File: src/rtl/alu_ctl_issue_pkg.sv
// Shared ALUctl encodings, RV32I opcode constants and the buffered entry type
// used by the ALUctl producer and its decode table.
package alu_ctl_issue_pkg;

  localparam logic [3:0] ALU_AND   = 4'b0000;
  localparam logic [3:0] ALU_OR    = 4'b0001;
  localparam logic [3:0] ALU_ADD   = 4'b0010;
  localparam logic [3:0] ALU_SRL   = 4'b0011;
  localparam logic [3:0] ALU_SRA   = 4'b0100;
  localparam logic [3:0] ALU_SLL   = 4'b0101;
  localparam logic [3:0] ALU_SUB   = 4'b0110;
  localparam logic [3:0] ALU_SLT   = 4'b0111;
  localparam logic [3:0] ALU_XOR   = 4'b1000;
  localparam logic [3:0] ALU_CSRRW = 4'b1001;
  localparam logic [3:0] ALU_CSRRS = 4'b1010;
  localparam logic [3:0] ALU_CSRRC = 4'b1011;
  localparam logic [3:0] ALU_SLTU  = 4'b1111;

  localparam logic [2:0] BR_NONE = 3'b010;
  localparam logic [2:0] BR_EQ   = 3'b000;
  localparam logic [2:0] BR_NE   = 3'b001;
  localparam logic [2:0] BR_LT   = 3'b100;
  localparam logic [2:0] BR_GE   = 3'b101;

  localparam logic [6:0] OPC_OP     = 7'b0110011;
  localparam logic [6:0] OPC_OP_IMM = 7'b0010011;
  localparam logic [6:0] OPC_LOAD   = 7'b0000011;
  localparam logic [6:0] OPC_STORE  = 7'b0100011;
  localparam logic [6:0] OPC_AUIPC  = 7'b0010111;
  localparam logic [6:0] OPC_JAL    = 7'b1101111;
  localparam logic [6:0] OPC_JALR   = 7'b1100111;
  localparam logic [6:0] OPC_LUI    = 7'b0110111;
  localparam logic [6:0] OPC_BRANCH = 7'b1100011;
  localparam logic [6:0] OPC_SYSTEM = 7'b1110011;

  localparam logic [6:0] ILLEGAL_CTL_DEF = 7'b0100000;

  typedef struct packed {
    logic [6:0] aluctl;
    logic       illegal;
  } alu_entry_t;

  // Register-register arithmetic; alt selects SUB for 000 and SRA for 101.
  function automatic logic [3:0] alu_arith(input logic [2:0] funct3, input logic alt);
    logic [3:0] op;
    unique case (funct3)
      3'b000:  op = alt ? ALU_SUB : ALU_ADD;
      3'b001:  op = ALU_SLL;
      3'b010:  op = ALU_SLT;
      3'b011:  op = ALU_SLTU;
      3'b100:  op = ALU_XOR;
      3'b101:  op = alt ? ALU_SRA : ALU_SRL;
      3'b110:  op = ALU_OR;
      default: op = ALU_AND;
    endcase
    return op;
  endfunction

endpackage

File: src/rtl/alu_ctl_decode.sv
// Combinational RV32I field decode into {ALUctl, illegal}.
// Zero latency; no state, so no backpressure.
module alu_ctl_decode
  import alu_ctl_issue_pkg::*;
#(
  parameter logic [6:0] ILLEGAL_CTL = ILLEGAL_CTL_DEF
) (
  input  logic [6:0] opcode,
  input  logic [2:0] funct3,
  input  logic       funct7b5,
  output logic [6:0] aluctl,
  output logic       illegal
);

  logic [2:0] br;
  logic [3:0] op;
  logic       bad;

  always_comb begin
    br  = BR_NONE;
    op  = ALU_ADD;
    bad = 1'b0;
    unique case (opcode)
      OPC_OP:     op = alu_arith(funct3, funct7b5);
      // Immediate forms have no SUB; bit 30 is part of the immediate except for shifts.
      OPC_OP_IMM: op = (funct3 == 3'b000) ? ALU_ADD : alu_arith(funct3, funct7b5);
      OPC_LOAD, OPC_STORE, OPC_AUIPC, OPC_JAL, OPC_JALR, OPC_LUI: op = ALU_ADD;
      OPC_BRANCH: begin
        unique case (funct3)
          3'b000:  begin br = BR_EQ; op = ALU_SUB;  end
          3'b001:  begin br = BR_NE; op = ALU_SUB;  end
          3'b100:  begin br = BR_LT; op = ALU_SLT;  end
          3'b101:  begin br = BR_GE; op = ALU_SLT;  end
          3'b110:  begin br = BR_LT; op = ALU_SLTU; end
          3'b111:  begin br = BR_GE; op = ALU_SLTU; end
          default: bad = 1'b1;
        endcase
      end
      OPC_SYSTEM: begin
        unique case (funct3)
          3'b000:          op = ALU_ADD;
          3'b001, 3'b101:  op = ALU_CSRRW;
          3'b010, 3'b110:  op = ALU_CSRRS;
          3'b011, 3'b111:  op = ALU_CSRRC;
          default:         bad = 1'b1;
        endcase
      end
      default: bad = 1'b1;
    endcase
    aluctl  = bad ? ILLEGAL_CTL : {br, op};
    illegal = bad;
  end

endmodule

File: src/rtl/alu_ctl_issue.sv
// Decodes RV32I fields to ALUctl and queues them in a 2-entry skid buffer.
// One cycle accept-to-output; in_ready is registered and drops only when both entries are full.
module alu_ctl_issue
  import alu_ctl_issue_pkg::*;
#(
  parameter logic [6:0] ILLEGAL_CTL = ILLEGAL_CTL_DEF
) (
  input  logic       clk,
  input  logic       rst_n,
  input  logic       in_valid,
  output logic       in_ready,
  input  logic [6:0] in_opcode,
  input  logic [2:0] in_funct3,
  input  logic       in_funct7b5,
  output logic       out_valid,
  input  logic       out_ready,
  output logic [6:0] out_aluctl,
  output logic       out_illegal,
  input  logic       flush
);

  alu_entry_t dec_ent;
  alu_entry_t head_q, skid_q;
  logic [1:0] count_q, count_n;
  logic       in_ready_q;
  logic       accept, pop;

  alu_ctl_decode #(.ILLEGAL_CTL(ILLEGAL_CTL)) u_decode (
    .opcode   (in_opcode),
    .funct3   (in_funct3),
    .funct7b5 (in_funct7b5),
    .aluctl   (dec_ent.aluctl),
    .illegal  (dec_ent.illegal)
  );

  // Held low while reset is asserted, high as soon as it releases.
  assign in_ready    = in_ready_q & rst_n;
  assign out_valid   = (count_q != 2'd0);
  assign out_aluctl  = head_q.aluctl;
  assign out_illegal = head_q.illegal;

  assign accept = in_valid && in_ready;
  assign pop    = out_valid && out_ready;

  always_comb begin
    count_n = count_q;
    if (flush)
      count_n = 2'd0;
    else if (accept && !pop)
      count_n = count_q + 2'd1;
    else if (pop && !accept)
      count_n = count_q - 2'd1;
  end

  always_ff @(posedge clk or negedge rst_n) begin
    if (!rst_n) begin
      count_q    <= 2'd0;
      in_ready_q <= 1'b1;
      head_q     <= '{aluctl: ILLEGAL_CTL, illegal: 1'b0};
      skid_q     <= '{aluctl: ILLEGAL_CTL, illegal: 1'b0};
    end else begin
      count_q    <= count_n;
      in_ready_q <= (count_n != 2'd2);
      if (!flush) begin
        if (accept && (count_q == 2'd0 || (pop && count_q == 2'd1)))
          head_q <= dec_ent;
        else if (accept && count_q == 2'd1)
          skid_q <= dec_ent;
        else if (pop && count_q == 2'd2)
          head_q <= skid_q;
      end
    end
  end

endmodule

File: config.mk
export PLATFORM = sky130hd
export DESIGN_NAME = alu_ctl_issue
export DESIGN_NICKNAME = d
export VERILOG_FILES = /design/src/rtl/alu_ctl_issue_pkg.sv /design/src/rtl/alu_ctl_decode.sv /design/src/rtl/alu_ctl_issue.sv
export SDC_FILE = /design/constraint.sdc
export NUM_CORES = 1
export LEC_CHECK = 0
export BUFFER_PORTS_ARGS = -buffer_cell sky130_fd_sc_hd__clkbuf_2
export CELL_PAD_IN_SITES_DETAIL_PLACEMENT = 0
export CELL_PAD_IN_SITES_GLOBAL_PLACEMENT = 1
export CORE_ASPECT_RATIO = 1.4
export CORE_MARGIN = 2
export CORE_UTILIZATION = 43
export DETAILED_ROUTE_END_ITERATION = 8
export PLACE_DENSITY = 0.82
export SLEW_MARGIN = 0
export SYNTH_ARGS = -nofsm -noshare
export SYNTH_HDL_FRONTEND = slang
export SYNTH_SLANG_ARGS = --single-unit
export TNS_END_PERCENT = 100
File: constraint.sdc
create_clock -name clk -period 4.15 [get_ports clk]
set_clock_uncertainty 0.05 [all_clocks]
set_input_delay 0.2075 -clock clk [delete_from_list [all_inputs] [get_ports clk]]
set_output_delay 0.2075 -clock clk [all_outputs]
set_load 0.01 [all_outputs]
==> impl_metrics.py <==
metrics = {
    "floorplanning": {
        "core-area_um2": 2640,
        "die-area_um2": 3220,
        "initial_core_util_pct": 45.2,
        "dieWidth_um": 48.5,
        "rows": 22,
        "dieHeight_um": 66.3,
        "pin_count": 26,
    },
    "synth": {
        "postSynthCellCount": 134,
        "yosysTopAreaCell": "dfrtp_1",
        "syn-cell-area_um2": 1190,
        "synth_area_leaders": "dfrtp_1 (34%), dfstp_2 (6.6%), nand2_1 (5.7%), o21ai_0 (4.6%), nor2_1 (3.5%)",
        "syn-num-nets": 153,
        "syn_area_per_cell_um2": 8.91,
        "yosysUniqueCellTypes": 47,
        "yosysWarnings": 0,
        "yosysTopAreaCellShare_pct": 33.5,
        "synth-seq-cells": 19,
        "synth-seq-area-share_pct": 40.1,
    },
    "timing": {
        "fin_crit_ps": 2670,
        "hold_viol": 0,
        "final_max_slew_viol_count": 0,
        "relSlewSlack_pct": 60.3,
        "setup_viol": 0,
        "rsz0062_at_grt": "false",
        "fmax_mhz": 374,
        "worstMarginPinSlew_ps": 589,
        "post-route-period-util_pct": 64.4,
        "fin_tns_setup_ps": 0,
    },
    "global_routing": {
        "overflow": 0,
        "grt_use_total_pct": 16.6,
        "grt_max_degree": 22,
        "antenna_found_initial": 0,
        "grt_pass1_vias": 949,
        "grt_pass1_wl_um": 4220,
    },
    "clocking": {
        "postCtsSetupBuffers": 0,
        "cts_tree": "built",
        "cts_resized": 0,
        "clk_path_buf_depth": 2,
        "clk_pin_slew_ps": 100,
        "h-tree-depth": 1,
        "cts_sinks": 19,
        "cts_root_buffer": "clkbuf_4",
        "cts-hold-fix-buffers": 1,
        "clock_latency_ps": 290,
        "numCtsBuffers": 3,
    },
    "route": {
        "drt_iter0_markers": 7,
        "postRouteAntennaNets": 0,
        "wl_met2_um": 1230,
        "wl_met3_um": 85,
        "drc_errors": 0,
        "wl_met1_um": 1130,
        "num_vias": 1040,
        "wl_per_cell_um": 12.9,
        "top_layer": "met4",
        "wl_um": 2490,
        "viasPerCell": 5.42,
        "firstDrtPassIters": 3,
    },
    "pwr": {
        "power_density_nw_per_um2": 448,
        "p_clk_share_pct": 15.3,
        "switching_share_pct": 36.0,
        "p_switching_mw": 0.218,
        "total_leakage_power_nw": 0.588,
        "peakVddDrop_mv": 0.181,
        "seqPwrFrac_pct": 44.6,
        "pwr-share-comb_pct": 40.1,
        "power.internal_mw": 0.387,
        "power.total_mw": 0.604,
    },
    "setup_path": {
        "cpPeakStageDelay_ps": 540,
        "cp_slowest_cell": "a21oi_2",
        "cp.required_ps": 4330,
        "r2r_setup_slack_ps": 1890,
        "cp.arrival_ps": 2850,
        "path_cells": "dlygate4sd3_1, clkbuf_2, nand3_1, or2_1, a21oi_2, mux2_2",
        "end_kind": "register",
        "critPathKind": "in -> reg",
        "worstPathMaxFanout": 21,
        "critPathLaunchType": "input pin",
    },
    "placement": {
        "hpwlAfterDp_um": 1950,
        "port_buffers": 25,
        "post_dp_cell_area_um2": 1310,
        "gp_congestion": 0.757,
    },
    "finish": {
        "area_growth_syn_to_layout_pct": 13.0,
        "fin_nets": 176,
        "drive_gt1_share_pct": 23.1,
        "fillerInstances": 281,
        "diodes": 0,
        "stdcell_area_um2": 1350,
    },
    "min_path": {
        "hold_class": "in -> reg",
    },
    "run": {
        "cap_violations": 0,
    },
    "status": {
        "status": "finished clean",
    },
}
cells by family after synthesis:
family / Yosys count / share of synthesized area [%]
multiplexers: 5 / 4.51
AND/OR/NAND/NOR: 52 / 22.3
adder cells (fa/ha/maj): 3 / 3.14
XOR/XNOR: 2 / 1.47
AO/OA/AOI/OAI: 38 / 21.9
buffers and inverters: 15 / 6.50
flip-flops: 19 / 40.1
Yosys cell counts, drive strengths merged:
library cell  number
and4bb             1
and2               2
or4                1
nor2              11
a221o              1
a21oi              5
xnor2              2
o21bai             1
o311ai             1
o22ai              1
nor3               3
buf                6
o41ai              2
and3b              1
a31oi              3
o31ai              2
nor3b              1
o211ai             2
o22a               1
a22oi              1
nand2b             2
o32a               2
o211a              1
mux2i              2
nor4               1
a31o               1
a41oi              1
nand4bb            1
and2b              1
dfrtp             16
o21ai             11
nand3b             1
dfstp              3
nor2b              3
nand2             18
ha                 3
inv                7
mux2               3
or2                1
o21a               2
nand3              3
nor4b              1
clkbuf             2
worst max-delay path: cells and delay by family:
| family | cells | cell delay, ps |
|---|---|---|
| mux | 1 | 400 |
| buf+inv | 2 | 940 |
| simple gates | 2 | 750 |
| compound gates | 1 | 540 |
worst paths after layout:
path	startpoint	end	cells past startpoint
max	rst_n	out_aluctl[5]	6
min	flush	count_q[0]	2
max reg2reg	count_q[1]	out_aluctl[5]	6
min reg2reg	skid_q[3]	skid_q[3]	2
max in group asynchronous	rst_n	out_aluctl[5]	2
min in group asynchronous	rst_n	count_q[1]	2
flip-flops by register name, indices dropped and copies added (netlist names):
signal	cells
count_q	2
in_ready_q	1
out_aluctl	7
out_illegal	1
skid_q	8
metrics by stage:
step | util (%) | hold WS, ps | instances | setup WS, ps
after floorplan | - | -138 | 134 | 2370
after global placement | 49.7 | 132 | 187 | 1780
after detailed placement | 49.7 | 142 | 187 | 1680
after CTS | 51.0 | 98.2 | 192 | 1460
after global routing | 51.0 | 108 | 192 | 1180
final | 51.0 | 113 | 192 | 1480
power by group through the flow:
| stage | clock, mW | sequential (mW) | combinational [mW] |
|---|---|---|---|
| 3_3_place_gp | 0 | 0.273 | 0.237 |
| 5_1_grt | 0.104 | 0.277 | 0.273 |
| 4_1_cts | 0.0961 | 0.271 | 0.248 |
| 6_report | 0.0926 | 0.270 | 0.242 |
| 2_1_floorplan | 0 | 0.286 | 0.149 |
| 3_5_place_dp | 0 | 0.275 | 0.245 |
area by class of cell:
cell class | count | area, um2 | share of cell area, %
timing repair buffer | 26 | 135 | 10.0
inverter | 7 | 26.3 | 1.95
clock buffer | 4 | 26.3 | 1.95
tap | 36 | 45.0 | 3.34
multi-input combinational | 100 | 637 | 47.2
sequential | 19 | 479 | 35.5
per-layer routing:
metal	vias up	global-route usage, %
met2	24	29.5
met5	-	0
met1	483	20.9
met4	0	7.50
li1	529	-
met3	4	0.905
cells in the final DEF (no fill, tap or decap), types with 2 or more instances in the layout:
cell type and instances:
a21oi_1 4, a31oi_1 3, clkbuf_2 25, clkbuf_4 3, dfrtp_1 16, dfstp_2 3
ha_1 3, inv_1 7, mux2_2 3, mux2i_1 2, nand2_1 18, nand2b_1 2
nand3_1 3, nor2_1 11, nor2b_1 3, nor3_1 3, o211ai_1 2, o21a_1 2
o21ai_0 11, o31ai_1 2, o32a_1 2, o41ai_1 2, xnor2_1 2
Note: power is estimated with default switching activity, not from simulation.
